**config.mk**
```make
export PLATFORM = sky130hd
export DESIGN_NAME = lnrv_icb_wrr_arbiter
export DESIGN_NICKNAME = d
export VERILOG_FILES = /design/src/rtl/lnrv_icb_wrr_arbiter.sv
export SDC_FILE = /design/constraint.sdc
export NUM_CORES = 1
export LEC_CHECK = 0
export ABC_CLOCK_PERIOD_IN_PS = 5000
export CELL_PAD_IN_SITES_DETAIL_PLACEMENT = 0
export CELL_PAD_IN_SITES_GLOBAL_PLACEMENT = 1
export CORE_AREA = 2 2 84 86
export CTS_BUF_LIST = sky130_fd_sc_hd__clkbuf_16
export DETAILED_ROUTE_END_ITERATION = 6
export DIE_AREA = 0 0 86 88
export GPL_TIMING_DRIVEN = 0
export HOLD_SLACK_MARGIN = 0.03
export PLACE_DENSITY = 0.63
export SYNTH_ARGS = -nofsm -noshare
export SYNTH_HDL_FRONTEND = slang
export SYNTH_SLANG_ARGS = --single-unit
```
**constraint.sdc**
```tcl
create_clock -name clk -period 5 [get_ports clk]
set_input_delay 1 -clock clk [delete_from_list [all_inputs] [get_ports clk]]
set_output_delay 1 -clock clk [all_outputs]
set_load 0.01 [all_outputs]
```
**src/rtl/lnrv_icb_wrr_arbiter.sv**
```systemverilog
// Weighted round-robin command arbiter for a shared ICB slave port. An in-order
// owner FIFO routes each response back to the master that issued the command.
module lnrv_icb_wrr_arbiter #(
    parameter int P_ICB_COUNT    = 4,
    parameter int P_WEIGHT_WIDTH = 4,
    parameter int P_OTS_COUNT    = 2
) (
    input  logic                                  clk,
    input  logic                                  reset_n,
    input  logic [P_ICB_COUNT-1:0]                mn_req,
    input  logic [P_WEIGHT_WIDTH*P_ICB_COUNT-1:0] mn_weight,
    input  logic                                  cmd_hsked,
    input  logic                                  rsp_hsked,
    output logic [P_ICB_COUNT-1:0]                grant,
    output logic                                  grant_vld,
    output logic [P_ICB_COUNT-1:0]                rsp_sel,
    output logic                                  rsp_sel_vld,
    output logic                                  ots_full
);

    localparam int IW = (P_ICB_COUNT > 1) ? $clog2(P_ICB_COUNT) : 1;
    localparam int PW = (P_OTS_COUNT > 1) ? $clog2(P_OTS_COUNT) : 1;
    localparam int CW = $clog2(P_OTS_COUNT + 1);
    localparam int WW = P_WEIGHT_WIDTH;

    localparam logic [0:0]    S_IDLE        = 1'b0;
    localparam logic [0:0]    S_OWN         = 1'b1;
    localparam logic [IW-1:0] LP_LAST_IDX   = IW'(P_ICB_COUNT - 1);
    localparam logic [PW-1:0] LP_PTR_MAX    = PW'(P_OTS_COUNT - 1);
    localparam logic [CW-1:0] LP_CNT_FULL   = CW'(P_OTS_COUNT);
    localparam logic [CW-1:0] LP_CNT_ONE    = CW'(1);
    localparam logic [WW-1:0] LP_CREDIT_ONE = WW'(1);

    // One-hot to binary index; input is guaranteed one-hot or zero.
    function automatic logic [IW-1:0] f_onehot_idx(input logic [P_ICB_COUNT-1:0] oh);
        logic [IW-1:0] idx;
        idx = {IW{1'b0}};
        for (int i = 0; i < P_ICB_COUNT; i++) begin
            idx = idx | (oh[i] ? IW'(i) : {IW{1'b0}});
        end
        return idx;
    endfunction

    // First requester after 'last', wrapping; returns one-hot or zero.
    function automatic logic [P_ICB_COUNT-1:0] f_rr_pick(input logic [P_ICB_COUNT-1:0] req,
                                                         input logic [IW-1:0]          last);
        logic [P_ICB_COUNT-1:0] pick;
        logic                   found;
        int                     idx;
        pick  = {P_ICB_COUNT{1'b0}};
        found = 1'b0;
        for (int k = 1; k <= P_ICB_COUNT; k++) begin
            idx = (int'(last) + k) % P_ICB_COUNT;
            if (req[idx] && !found) begin
                pick[idx] = 1'b1;
                found     = 1'b1;
            end else begin
                found = found;
            end
        end
        return pick;
    endfunction

    function automatic logic [PW-1:0] f_ptr_inc(input logic [PW-1:0] ptr);
        return (ptr == LP_PTR_MAX) ? {PW{1'b0}} : ptr + PW'(1);
    endfunction

    logic [0:0]             r_state;
    logic [P_ICB_COUNT-1:0] r_grant;
    logic                   r_grant_vld;
    logic [WW-1:0]          r_credit;
    logic [IW-1:0]          r_last_owner;
    logic [P_ICB_COUNT-1:0] r_fifo [P_OTS_COUNT];
    logic [PW-1:0]          r_wptr;
    logic [PW-1:0]          r_rptr;
    logic [CW-1:0]          r_count;
    logic [P_ICB_COUNT-1:0] r_rsp_sel;
    logic                   r_rsp_sel_vld;
    logic                   r_ots_full;

    logic                   w_cmd_vld;
    logic                   w_pop;
    logic                   w_owner_req;
    logic [P_ICB_COUNT-1:0] w_pick;
    logic [IW-1:0]          w_pick_idx;
    logic [WW-1:0]          w_pick_weight;
    logic [0:0]             w_state_nxt;
    logic [P_ICB_COUNT-1:0] w_grant_nxt;
    logic [WW-1:0]          w_credit_nxt;
    logic [IW-1:0]          w_last_nxt;
    logic [CW-1:0]          w_count_nxt;
    logic [PW-1:0]          w_wptr_nxt;
    logic [PW-1:0]          w_rptr_nxt;
    logic [P_ICB_COUNT-1:0] w_head_nxt;

    assign w_cmd_vld     = r_grant_vld & cmd_hsked;
    assign w_pop         = rsp_hsked & r_rsp_sel_vld;
    assign w_owner_req   = |(mn_req & r_grant);
    assign w_pick        = f_rr_pick(mn_req, r_last_owner);
    assign w_pick_idx    = f_onehot_idx(w_pick);
    assign w_pick_weight = mn_weight[w_pick_idx*WW +: WW];

    // Ownership FSM: arbitrate in IDLE, burn credit per handshake in OWN.
    always_comb begin
        w_state_nxt  = r_state;
        w_grant_nxt  = r_grant;
        w_credit_nxt = r_credit;
        w_last_nxt   = r_last_owner;
        case (r_state)
            S_IDLE: begin
                if (|mn_req) begin
                    w_state_nxt  = S_OWN;
                    w_grant_nxt  = w_pick;
                    w_credit_nxt = (w_pick_weight == {WW{1'b0}}) ? LP_CREDIT_ONE : w_pick_weight;
                end else begin
                    w_state_nxt = S_IDLE;
                end
            end
            S_OWN: begin
                if (w_cmd_vld && (r_credit == LP_CREDIT_ONE)) begin
                    w_state_nxt  = S_IDLE;
                    w_grant_nxt  = {P_ICB_COUNT{1'b0}};
                    w_credit_nxt = {WW{1'b0}};
                    w_last_nxt   = f_onehot_idx(r_grant);
                end else if (w_cmd_vld) begin
                    w_credit_nxt = r_credit - LP_CREDIT_ONE;
                end else if (!w_owner_req) begin
                    w_state_nxt  = S_IDLE;
                    w_grant_nxt  = {P_ICB_COUNT{1'b0}};
                    w_credit_nxt = {WW{1'b0}};
                    w_last_nxt   = f_onehot_idx(r_grant);
                end else begin
                    w_state_nxt = S_OWN;
                end
            end
            default: begin
                w_state_nxt  = S_IDLE;
                w_grant_nxt  = {P_ICB_COUNT{1'b0}};
                w_credit_nxt = {WW{1'b0}};
            end
        endcase
    end

    // Order FIFO bookkeeping and the next head, including write-through when
    // the entry being pushed becomes the head in the same cycle.
    always_comb begin
        w_count_nxt = r_count;
        case ({w_cmd_vld, w_pop})
            2'b10:   w_count_nxt = r_count + LP_CNT_ONE;
            2'b01:   w_count_nxt = r_count - LP_CNT_ONE;
            default: w_count_nxt = r_count;
        endcase
        w_wptr_nxt = w_cmd_vld ? f_ptr_inc(r_wptr) : r_wptr;
        w_rptr_nxt = w_pop ? f_ptr_inc(r_rptr) : r_rptr;
        if (w_count_nxt == {CW{1'b0}}) begin
            w_head_nxt = {P_ICB_COUNT{1'b0}};
        end else if (w_cmd_vld && (w_rptr_nxt == r_wptr)) begin
            w_head_nxt = r_grant;
        end else begin
            w_head_nxt = r_fifo[w_rptr_nxt];
        end
    end

    // State, FIFO and registered output updates.
    always_ff @(posedge clk or negedge reset_n) begin
        if (!reset_n) begin
            r_state       <= S_IDLE;
            r_grant       <= {P_ICB_COUNT{1'b0}};
            r_grant_vld   <= 1'b0;
            r_credit      <= {WW{1'b0}};
            r_last_owner  <= LP_LAST_IDX;
            r_wptr        <= {PW{1'b0}};
            r_rptr        <= {PW{1'b0}};
            r_count       <= {CW{1'b0}};
            r_rsp_sel     <= {P_ICB_COUNT{1'b0}};
            r_rsp_sel_vld <= 1'b0;
            r_ots_full    <= 1'b0;
            for (int i = 0; i < P_OTS_COUNT; i++) begin
                r_fifo[i] <= {P_ICB_COUNT{1'b0}};
            end
        end else begin
            r_state       <= w_state_nxt;
            r_grant       <= w_grant_nxt;
            r_grant_vld   <= (w_state_nxt == S_OWN) && (w_count_nxt != LP_CNT_FULL);
            r_credit      <= w_credit_nxt;
            r_last_owner  <= w_last_nxt;
            r_wptr        <= w_wptr_nxt;
            r_rptr        <= w_rptr_nxt;
            r_count       <= w_count_nxt;
            r_rsp_sel     <= w_head_nxt;
            r_rsp_sel_vld <= (w_count_nxt != {CW{1'b0}});
            r_ots_full    <= (w_count_nxt == LP_CNT_FULL);
            if (w_cmd_vld) begin
                r_fifo[r_wptr] <= r_grant;
            end else begin
                r_fifo[r_wptr] <= r_fifo[r_wptr];
            end
        end
    end

    assign grant       = r_grant;
    assign grant_vld   = r_grant_vld;
    assign rsp_sel     = r_rsp_sel;
    assign rsp_sel_vld = r_rsp_sel_vld;
    assign ots_full    = r_ots_full;

endmodule
```
# Word level (Yosys, flattened, before mapping)
# Index checks and enable logic that the tools add are counted.
[totals]
in_bits = 24
romBits = 0
mem_bits_rw = 0
latchBits = 0
memories = 0
reg_bits = 30
[op_classes]
n_bitwise = 17
n_lt_le_gt_ge = 11
shift = 1
mul = 0
mux = 68
addsub = 9
n_reduce_logical = 26
eq_ne = 12
n_div = 0
[op_table]
columns = ["op", "n"]
rows = [
  ["4-bit two-way mux", 21],
  ["1-bit two-way mux", 24],
  ["8-bit bitwise mux", 2],
  ["3-bit by 4-bit less-than comparator with 1-bit output (second input constant)", 4],
  ["4-bit one-hot mux with 2 select lines", 2],
  ["16-bit by 5-bit indexed part select with 4-bit output", 1],
  ["2-bit two-way mux", 7],
  ["3-bit by 1-bit greater-or-equal comparator with 1-bit output (second input constant)", 4],
  ["4-bit bitwise OR", 3],
  ["1-bit logical AND", 11],
  ["1-bit binary-select mux with 2-bit select", 4],
  ["1-bit demux with 2-bit select", 4],
  ["8-bit two-way mux", 1],
  ["2-bit OR reduction", 4],
  ["4-bit OR reduction", 2],
  ["2-bit by 1-bit adder with 2-bit output (second input constant)", 3],
  ["3-bit by 2-bit != test with 1-bit output (second input constant)", 2],
  ["3-bit AND reduction", 2],
  ["2-bit adder (second input constant)", 2],
  ["1-bit bitwise AND (first input constant)", 4],
  ["4-bit bitwise AND", 1],
  ["4-bit demux with 1-bit select", 1],
  ["2-bit equality test (second input constant)", 2],
  ["4-bit by 1-bit equality test with 1-bit output (second input constant)", 1],
  ["22 further kinds", 32],
]

# Depth between registers and ports, before layout
# Gate-level depths: netlist of the first run.
[depth]
depth_word = 24
depth_mapped = 13

# Worst setup path after synthesis of the first run
# Ideal clock, no wire load.
[synth_timing]
kind = "register to register"
from = "register r_last_owner[0]"
to = "register r_credit[0]"
arrival_ns = 2.998
setup_time_ns = 0.073
setup_slack_ns = 1.928
path_stages_with_launch = 13
synth_period_minus_slack_ns = 3.072
required_ns = 4.927
path_cell_list = "dfstp_2 buf_6 inv_1 ha_1 mux4_2 buf_6 a211oi_2 o31ai_1 a221oi_2 mux2i_1 mux2i_1 a2111o_1 a21oi_2"
[synth_between]
elab_chain_cells = 22
word_cells_on_any_way = 70
cone_classes = "add/sub: 4; order compare: 8; shift: 1; mux: 33; bitwise: 9; reduce/logical: 15"
[synth_lines]
columns = ["element", "line_no", "rtl"]
rows = [
  ["start, declared", "72", "logic [IW-1:0] r_last_owner;"],
  ["start signal, assigned", "186", "r_last_owner <= w_last_nxt;"],
  ["2-bit by 1-bit adder with 2-bit output", "53", "idx = (int'(last) + k) % P_ICB_COUNT;"],
  ["2-bit OR reduction (no source line) or 1-bit binary-select mux with 2-bit select (tied branches)", "n/a", ""],
  ["1-bit bitwise AND (no source line) or 1-bit two-way mux (tied branches)", "n/a", ""],
  ["3-bit by 4-bit less-than comparator with 1-bit output (not written as such), or another cell as far along", "55", "pick[idx] = 1'b1;"],
  ["1-bit logical AND (not written as such) or 1-bit two-way mux (tied branches)", "55, 54", ""],
  ["1-bit two-way mux (not written as such) or 1-bit zero test (tied branches)", "55, 54", ""],
  ["1-bit demux with 2-bit select or 1-bit logical AND (tied branches)", "55, 54", ""],
  ["4-bit two-way mux or 1-bit two-way mux (tied branches)", "54", "if (req[idx] && !found) begin"],
  ["(+6 left out)", "n/a", ""],
  ["1-bit two-way mux or 2-bit two-way mux (tied branches)", "39", "idx = idx | (oh[i] ? IW'(i) : {IW{1'b0}});"],
  ["1-bit by 2-bit bitwise OR with 2-bit output", "39", ""],
  ["2-bit bitwise OR *", "39", ""],
  ["16-bit by 5-bit indexed part select with 4-bit output *", "101", "assign w_pick_weight = mn_weight[w_pick_idx*WW +: WW];"],
  ["4-bit zero test", "114", "w_credit_nxt = (w_pick_weight == {WW{1'b0}}) ? LP_CREDIT_ONE : w_pick_weight;"],
  ["4-bit two-way mux *", "114", ""],
  ["4-bit two-way mux *", "111", "if (|mn_req) begin"],
  ["4-bit one-hot mux with 2 select lines *", "109", "case (r_state)"],
  ["end signal, assigned", "170", "r_credit <= {WW{1'b0}};"],
  ["end signal, assigned", "185", "r_credit <= w_credit_nxt;"],
  ["end, declared", "71", "logic [WW-1:0] r_credit;"],
]
# Every way passes the cells marked *; elsewhere a longest branch is shown, timed or not. The select of a mux whose other input is x is not followed.
# A chain may end at the register's enable or synchronous reset.

# Worst setup path in the final report of the first run
[layout_timing]
from = "input port mn_req[3]"
to = "register r_credit[0]"
[layout_between]
elab_chain_cells = 21
word_cells_on_any_way = 44
cone_classes = "eq/ne: 2; shift: 1; mux: 25; bitwise: 6; reduce/logical: 10"
[layout_lines]
columns = ["element", "line_no", "rtl"]
rows = [
  ["start, declared", "10", "input logic [P_ICB_COUNT-1:0] mn_req,"],
  ["1-bit binary-select mux with 2-bit select", "54", ""],
  ["1-bit two-way mux (not written as such) (2 in a row)", "54", ""],
  ["1-bit two-way mux", "54", ""],
  ["1-bit zero test", "54", ""],
  ["1-bit logical AND", "54", ""],
  ["1-bit two-way mux", "54", ""],
  ["1-bit zero test", "54", ""],
  ["1-bit logical AND", "54", ""],
  ["(+4 left out)", "n/a", ""],
  ["1-bit two-way mux or 2-bit two-way mux (tied branches)", "39", ""],
  ["1-bit by 2-bit bitwise OR with 2-bit output", "39", ""],
  ["2-bit bitwise OR", "39", ""],
  ["16-bit by 5-bit indexed part select with 4-bit output", "101", ""],
  ["4-bit zero test", "114", ""],
  ["4-bit two-way mux", "114", ""],
  ["4-bit two-way mux", "111", ""],
  ["4-bit one-hot mux with 2 select lines", "109", ""],
]
# Several ways; a longest one is shown, not always the timed one. The select of a mux whose other input is x is not followed.

==> results of run 1 <==
logic make-up (layout without fill, tap and decap cells):
kind of cell	Yosys count	after routing
mux	27	27
compound gates	52	52
xor+xnor	6	6
flops	30	30
simple gates	53	53
fa+ha+maj	10	10
buf+inv	19	61
per-stage QoR:
stage / hold WS, ns / setup slack, ns / total power (W) / instance area (sq um)
floorplan: 0.4492 / 1.928 / 0.001269 / 1937
global placement: 0.4657 / 1.184 / 0.001533 / 2377
detailed placement: 0.4730 / 1.159 / 0.001545 / 2377
CTS: 0.4740 / 1.435 / 0.001834 / 2515
global route: 0.4963 / 1.304 / 0.001974 / 2510
finish: 0.4707 / 1.462 / 0.001808 / 2510
power by group:
part / internal [W] / switching [W]
logic: 0.000513 / 0.000574
registers: 0.000359 / 0.0000829
clock network: 0.000179 / 0.0000992
final timing paths:
check                                     endpoint  cells past startpoint                   startpoint  slack (ns)
min in group asynchronous    r_fifo[4]$_DFFE_PN0N_                      1                      reset_n        0.77
max                        r_credit[0]$_DFFE_PN0P_                     10                    mn_req[3]        1.46
max in group asynchronous     grant[2]$_DFFE_PN0P_                      1                      reset_n        3.79
min reg2reg                   r_count[1]$_DFF_PN0_                      1         r_count[1]$_DFF_PN0_        0.47
max reg2reg                r_credit[0]$_DFFE_PN0P_                     12  r_last_owner[0]$_DFFE_PN1P_        1.62
min                           r_count[1]$_DFF_PN0_                      1         r_count[1]$_DFF_PN0_        0.47
state kept, by name, summed over array words and instances (netlist names):
| signal | flops |
|---|---|
| rsp_sel | 4 |
| rsp_sel_vld | 1 |
| grant_vld | 1 |
| r_fifo | 8 |
| ots_full | 1 |
| r_wptr | 1 |
| r_credit | 4 |
| r_count | 2 |
| grant | 4 |
| r_state | 1 |
| r_rptr | 1 |
| r_last_owner | 2 |
worst max-delay path, cell delays in order:
cell and delay (ns):
sky130_fd_sc_hd__clkdlybuf4s50_1 0.52, sky130_fd_sc_hd__mux4_2 0.51, sky130_fd_sc_hd__buf_6 0.16, sky130_fd_sc_hd__a211oi_2 0.19, sky130_fd_sc_hd__o31ai_1 0.12, sky130_fd_sc_hd__a221oi_2 0.38, sky130_fd_sc_hd__mux2i_1 0.23, sky130_fd_sc_hd__mux2i_1 0.12
sky130_fd_sc_hd__a2111o_1 0.38, sky130_fd_sc_hd__a21oi_2 0.13
placed cells by master, fill, tap and decap left out, types with 2 or more instances in the layout:
master                            instances
sky130_fd_sc_hd__nand2b_1                 4
sky130_fd_sc_hd__o211ai_1                 2
sky130_fd_sc_hd__a22oi_1                  4
sky130_fd_sc_hd__a211oi_1                 4
sky130_fd_sc_hd__and2_1                   2
sky130_fd_sc_hd__o22ai_1                  7
sky130_fd_sc_hd__nand4_1                  2
sky130_fd_sc_hd__nor3_1                   3
sky130_fd_sc_hd__mux4_2                   3
sky130_fd_sc_hd__a211o_1                  2
sky130_fd_sc_hd__clkdlybuf4s50_1         33
sky130_fd_sc_hd__nor2_1                  12
sky130_fd_sc_hd__inv_1                   16
sky130_fd_sc_hd__dfstp_2                  2
sky130_fd_sc_hd__ha_1                    10
sky130_fd_sc_hd__buf_6                    3
sky130_fd_sc_hd__o21ai_0                 11
sky130_fd_sc_hd__o21ai_1                  3
sky130_fd_sc_hd__xor2_1                   3
sky130_fd_sc_hd__clkbuf_16                5
sky130_fd_sc_hd__dfrtp_1                 28
sky130_fd_sc_hd__nand2_1                 19
sky130_fd_sc_hd__mux2i_1                 17
sky130_fd_sc_hd__nor2b_1                  4
sky130_fd_sc_hd__a21oi_1                 10
sky130_fd_sc_hd__xnor2_1                  3
sky130_fd_sc_hd__nand3_1                  3
sky130_fd_sc_hd__mux2_2                   7
final cells by class:
cell class | count | area (sq um) | area share [%]
inverter | 15 | 56.30 | 2.243
clock buffer | 5 | 125.1 | 4.985
clock inverter | 3 | 12.51 | 0.4985
buffer | 4 | 37.54 | 1.496
multi-input combinational | 148 | 1090 | 43.42
sequential | 30 | 753.2 | 30.01
tap | 80 | 100.1 | 3.988
timing repair buffer | 34 | 335.3 | 13.36
per-layer routing:
| metal | global-route usage [%] | vias up |
|---|---|---|
| li1 | - | 791 |
| met1 | 15.61 | 715 |
| met2 | 19.31 | 41 |
| met3 | 2.922 | 7 |
| met4 | 5.051 | 0 |
| met5 | 0 | - |
==> results, run 1 <==
- The final core utilization is 37.78%.
- The worst-case vdd ir drop is 0.2191 mV.
- The register clock-pin slew on the reported worst setup and hold paths is 0.05 ns.
- After synthesis, the largest family of logic cells by area is compound AO/OA/AOI/OAI gates.
- The count of hold buffers inserted by post-cts repair is 0.
- Counting flops and latches in the post-synthesis netlist gives 30.
- The detailed router put a total of 2018 um of wire on met1.
- The first-pass GRT wire length is 7189 um.
- The fill cell instance count of the final layout is 663.
- The portion of synthesized cell area occupied by the leading cell type is 36.18%.
- The post-synthesis instance area is 1937 sq um.
- The number of flops mapped to enable cells by yosys is 0.
- Summing the areas of all fa, ha and maj instances in the mapped netlist gives 6.460% of the synthesized area.
- For the pin with the worst max-slew slack, the measured transition is 0.6806 ns.
- The maximum clock frequency is 282.6 MHz.
- The total of cells resized after clock tree synthesis is 0.
- The maximum net fanout on the critical path is 9.
- The most common cell in the netlist is sky130_fd_sc_hd__dfrtp_1.
- The number of placed instances, taps included is 311.
- The relative area change from synthesis to final layout is 29.59%.
- The total via count in the routed design is 1554.
- The number of rows created at floorplan is 30.
- The worst setup path is launched from a primary input.
- For this run, the detailed router's first-pass iteration total came to 4.
- Data on the critical path arrives at its endpoint at 3.74 ns.
- 35 I/O pins were placed.
- The final count of hold timing violations is 0.
- Setup repair after global routing left no endpoint under its margin.
- In the detailed route, the total length drawn on met3 is 186 um.
- After clock tree synthesis, the setup repair step added 0 buffers.
- The main flop type after synthesis is sky130_fd_sc_hd__dfrtp_1.
- The number of global-route vias before repair is 1517.
- Yosys mapped the design onto 40 distinct sky130hd cell types.
- For this run, the number of Yosys warnings is 0.
- The die covers 7568 sq um.
- The largest net degree at the start of global routing is 31.
- For this run, the total global-route usage over all layers was measured as 12.06%.
- Yosys attributes the largest share of cell area to sky130_fd_sc_hd__dfrtp_1, sky130_fd_sc_hd__mux2i_1, sky130_fd_sc_hd__ha_1, sky130_fd_sc_hd__mux2_2, sky130_fd_sc_hd__nand2_1.
- The largest buffer count on any clock path is 2.
- The required time reported for the critical path endpoint is 5.20 ns.
- The simple-gate share of the synthesized area is 12.98%.
- For this configuration, the core starts out at a cell density of 29.15%.
- The mean area per synthesized cell is 9.832 sq um.
- Using the TritonRoute via totals, the vias-per-cell ratio works out to 4.871.
- Headroom to the max-slew limit came out at 54.62%.
- The dominant cell type by area after synthesis is sky130_fd_sc_hd__dfrtp_1.
- The total overflow left after global routing is 0.
- In the synthesized netlist, mux cells make up 16.34% of the area.
- The remaining number of nets flagged by the antenna check after routing is 0.
- The tool flagged a number of max-cap violations equal to 0.
- The number of max-slew violations in the final report is 0.
- The highest metal layer carrying signal wires in the routed design is met4.
- In this run the static leakage power is 1.094 nW.
- The final sum of negative setup slack is 0 ns.
- TritonCTS built the clock tree.
- For this run, the post-layout net count is 272.
- The CTS H-tree depth is 2.
- Counting the buffers created by CTS gives 5.
- The residual DRC count is 0.
- The post-synthesis net count is 231.
- The average routed wire per standard cell is 13.45 um.
- Dividing total power by cell area gives a power density of 720.2 nW/um^2.
- The chip width is 86 um.
- For this run, the number of standard cells in the final layout without fillers is 319.
- The setup-violating endpoint count in the final report is 0.
- The number of port buffers is 34.
- The proportion of layout cells with a drive suffix above 1 is 10.88%.
- After legalization and detailed placement, the total HPWL measured 3317 um.
- Of the synthesized area, sequential elements account for 38.89%.
- The global placement routability congestion is 0.7516.
- The clock latency reported for the late side of the worst-skew pair is 0.27 ns.
- The flow ran to the end, and the final reports show no timing, DRC or antenna violations.
- The final critical-path required period is 3.538 ns.
- The die is 88 um tall.
- Of all flip-flops after synthesis, the portion carrying an async set or reset was 100.0%.
- Synthesis produced a netlist whose cell count is 197.
- The fraction of synthesized cell area in xor and xnor cells is 2.713%.
- The final routed wirelength across all metal layers is 4289 um.
- The number of antenna violations at the first check in global routing is 0.
- The synthesized netlist devotes 17.76% of its cell area to compound gates.
- The worst path uses 70.76% of the clock period.
- The setup clock skew after layout is 0.003146 ns.
- The clock sink count is 30.
- Sorting the synthesized cells by how often they occur yields sky130_fd_sc_hd__dfrtp_1, sky130_fd_sc_hd__nand2_1, sky130_fd_sc_hd__mux2i_1.
- The total area inside the core boundary comes to 6644 sq um.
- The CTS root buffer is sky130_fd_sc_hd__clkbuf_16.
- The repair_antennas step left the layout with diodes totalling 0.
- The path class of the lowest-slack min-delay path is flop to flop.
- The detailed route wirelength on metal2 is 2007 um.
- The element type at the critical path end is a flop.
- The critical path is of the primary input to flop type.
- The first routing iteration left 48 violations.
Power figures use the tool's default switching activity.
==> inputs of run 2 (changes only) <==
Settings changed: ABC_CLOCK_PERIOD_IN_PS 5000 to 3100, PLACE_DENSITY 0.63 to 0.65.
Clock period 5 ns to 3.1 ns, I/O delays scaled along.
==> run 2 against run 1 <==
Clock skew rose by 0.0023 ns. Clock power grew 61%. Routed wire length rose by 2.1%. Design area grew 4.5%. Global-route usage grew 0.53 points. Largest cell class unchanged. Largest power group unchanged. Highest routed layer unchanged.
==> results, run 2 (synthesized netlist as in run 1, its figures left out) <==
- The final critical-path required period is 3.074 ns.
- The path type of the worst setup path is flop to flop.
- The data arrival time at the worst-slack endpoint is 3.28 ns (-0.46 ns).
- The total power per unit cell area was 1197 nW/um^2 (+66%).
- The effective utilization at floorplan is 29.15% (unchanged).
- The number of iterations in the first detailed-routing pass is 6 (+2).
- The global routing usage summed across all routing layers is 12.59% (+0.53 points).
- The required time reported for the critical path endpoint was 3.30 ns (-1.90 ns).
- The worst setup path startpoint is r_last_owner[0]$_DFFE_PN1P_.
- The worst path uses 99.17% of the clock period.
- The cell family contributing the most delay on the critical path is compound AO/OA/AOI/OAI gates.
- The residual DRC count is 0 (unchanged).
- The maximum net fanout on the critical path was 4 (-5).
- The first-pass GRT wire length is 7383 um (+2.7%).
- The count of cell instances traversed by the critical path was 11 (+1).
- The total CTS buffers is 5 (unchanged).
- For this run, the top clock speed supported by timing is 325.3 MHz.
- The final routed wirelength across all metal layers is 4380 um (+2.1%).
- The area taken by flip-flops and latches is 753.2 sq um (unchanged).
- The worst-case vdd ir drop came to 0.3904 mV (+78%).
- The global-route congestion overflow total is 0 (unchanged).
- The setup-violating endpoint count in the final report is 0 (unchanged).
- The half-perimeter wire length after placement is 3209 um (-3.2%).
- The largest net degree at the start of global routing is 31 (unchanged).
- The chip height is 88 um (unchanged).
- The slew at the pin closest to its max-slew limit is 0.6766 ns (-0.003998 ns).
- The final count of hold timing violations is 0 (unchanged).
- The largest buffer count on any clock path came to 2 (unchanged).
- Leaving out fill and tap cells, the most frequent cells in the layout are sky130_fd_sc_hd__clkdlybuf4s50_1, sky130_fd_sc_hd__dfrtp_1, sky130_fd_sc_hd__nand2_1.
- The register clock-pin slew on the reported worst setup and hold paths is 0.05 ns (about the same).
- The fill cell instance count of the final layout came to 679 (+2.4%).
- The delay of the slowest cell on the worst path came to 0.58 ns (+0.06 ns).
- The total power of the final layout is 0.003138 W (+74%).
- The type of origin of the critical path is a flop.
- STA classifies the critical path endpoint as a flop.
- The logic gate share of total power was 63.3% (+3.2 points).
- The register-to-register path setup slack came to 0.03 ns (-1.59 ns).
- By instance count, the cell type seen most on the critical path is sky130_fd_sc_hd__mux2i_1.
- The flow ran to the end, and the final reports show no timing, DRC or antenna violations.
- The setup clock skew after layout is 0.005473 ns (+0.002327 ns).
- The boundary pin count is 35 (unchanged).
- The area of the placeable core is 6644 sq um (unchanged).
- Traced cell by cell, the critical path runs through clkinvlp_4 > ha_4 > mux2i_4 > mux2_4 > a211o_1 > a221oi_2 > buf_4 > mux2i_1 > mux2i_1 > a2111o_1 > a21oi_2.
- The number of port buffers is 34 (unchanged).
- The worst-path cell with the longest stage delay is sky130_fd_sc_hd__dfstp_2.
- The post-detailed-placement cell area was 2372 sq um (-0.21%).
- The switching share of total power is 40.77% (-1.1 points).
- The worst relative slew slack is 54.74% (+0.11 points).
- The global placement routability congestion is 0.7399 (-1.6%).
- The final net count is 281 (+3.3%).
- The number of buffer and inverter stages on the critical path came to 2 (unchanged).
- The number of diodes came to 0 (unchanged).
- The via density per instance is 4.841 (-0.62%).
- Setup repair after global routing could not meet its margin everywhere.
- The reported leakage power was 1.147 nW (+4.8%).
- The register containing the most flip-flops in the final layout is r_fifo.
- The violation count after the first detailed-route iteration is 110 (+130%).
- The relative contribution of the clock network to total power is 14.2% (-1.2 points).
- The average routed wire per standard cell was 13.35 um (-0.68%).
- The number of rows created at floorplan was 30 (unchanged).
- The final standard cell area without fillers is 2623 sq um (+4.5%).
- The proportion of layout cells with a drive suffix above 1 is 17.74% (+6.9 points).
- The total net switching power is 0.001280 W (+69%).
- The final sum of negative setup slack is 0 ns (unchanged).
- The number of antenna violations at the first check in global routing is 0 (unchanged).
- The chip width is 86 um (unchanged).
- The CTS root buffer is sky130_fd_sc_hd__clkbuf_16.
- The path depth of the worst reg2reg path is 11 (-1).
- The count of hold buffers inserted by post-cts repair is 0 (unchanged).
- The remaining number of nets flagged by the antenna check after routing came to 0 (unchanged).
- The max-capacitance violation count is 0 (unchanged).
- The TritonCTS clock tree is yes.
- The path class of the lowest-slack min-delay path is primary input to async pin.
- The number of global-route vias before repair is 1540 (+1.5%).
- The area of the die came to 7568 sq um (unchanged).
- The number of max-slew violations in the final report is 0 (unchanged).
- The internal power of the cells was 0.001859 W (+77%).
- The relative contribution of sequential cells to total power is 22.5% (-2.0 points).
- The area occupied by multi-input gates is 1140 sq um (+4.6%).
- The flip-flop count of the largest register after layout is 8 (unchanged).
- The destination of the critical timing path is r_credit[0]$_DFFE_PN0P_.
- The startpoint identified for the worst register-to-register timing path is r_last_owner[0]$_DFFE_PN1P_.
- The clock sink count is 30 (unchanged).
- The CTS H-tree depth is 2 (unchanged).
- The total via count in the routed design came to 1588 (+2.2%).
- The most frequent standard cell in the layout excluding fill and tap cells is sky130_fd_sc_hd__clkdlybuf4s50_1.
- The relative area change from synthesis to final layout is 35.40%.
- The clock latency reported for the late side of the worst-skew pair is 0.27 ns (about the same).
- The endpoint identified for the worst register-to-register timing path is r_credit[0]$_DFFE_PN0P_.
## run 2: worst reg2reg max path, stage by stage (launching register included)
cell                         delay, ns
sky130_fd_sc_hd__dfstp_2          0.58
sky130_fd_sc_hd__clkinvlp_4       0.14
sky130_fd_sc_hd__ha_4             0.29
sky130_fd_sc_hd__mux2i_4          0.20
sky130_fd_sc_hd__mux2_4           0.29
sky130_fd_sc_hd__a211o_1          0.35
sky130_fd_sc_hd__a221oi_2         0.32
sky130_fd_sc_hd__buf_4            0.17
sky130_fd_sc_hd__mux2i_1          0.17
sky130_fd_sc_hd__mux2i_1          0.10
sky130_fd_sc_hd__a2111o_1         0.30
sky130_fd_sc_hd__a21oi_2          0.11
## run 2: what timing repair did
| item | in CTS | in global routing |
|---|---|---|
| pin swaps | 4 | 6 |
| setup buffers | 7 | 4 |
| endpoints found under the setup margin | 4 | 3 |
| gates resized for setup | 7 | 8 |
| cloned | 0 | 0 |
| hold endpoints to repair | 0 | 0 |
## run 2: how the worst min path moves through the flow
stage                         start                    to  cells after the start
2_1_floorplan               reset_n  grant[0]$_DFFE_PN0P_                      0
3_3_place_gp   r_count[1]$_DFF_PN0_  r_count[1]$_DFF_PN0_                      1
3_5_place_dp   r_count[1]$_DFF_PN0_  r_count[1]$_DFF_PN0_                      1
4_1_cts                     reset_n  rsp_sel[3]$_DFF_PN0_                      1
5_1_grt                     reset_n  rsp_sel[0]$_DFF_PN0_                      1
6_report                    reset_n  rsp_sel[0]$_DFF_PN0_                      1
## run 2: metal layers
layer	global-route usage [%]	part of all wire [%]	vias up
met3	2.922	4.6	4
met2	20.44	46	41
met5	0	0	-
met4	5.195	0.98	0
met1	16.18	48	734
li1	-	-	809
## run 2: cell type report
cell class / count / area share [%]
clock inverters: 3 / 0.4771
plain buffers: 2 / 0.5725
flip-flops and latches: 30 / 28.72
clock buffers: 5 / 4.771
inverters: 15 / 2.290
multi-input cells: 148 / 43.46
well taps: 80 / 3.817
repair buffers: 45 / 15.89
## run 2: power groups by stage
stage / sequential, W / clock, W / combinational (W)
floorplan: 0.000708 / 0 / 0.00134
global placement: 0.000721 / 0 / 0.00174
detailed placement: 0.000721 / 0 / 0.00175
CTS: 0.000711 / 0.000465 / 0.00189
global route: 0.000727 / 0.000485 / 0.00222
finish: 0.000706 / 0.000447 / 0.00199
## run 2: metrics by stage
stage | instances | setup WS, ns | hold WS (ns) | utilization [%]
2_1_floorplan | 197 | 0.02845 | 0.3244 | -
6_report | 328 | 0.02583 | 0.3825 | 39.47
3_5_place_dp | 311 | -0.3335 | 0.4706 | 35.71
3_3_place_gp | 311 | -0.3424 | 0.4656 | 35.78
5_1_grt | 328 | -0.08356 | 0.4433 | 39.47
4_1_cts | 326 | 0.01000 | 0.4116 | 38.83
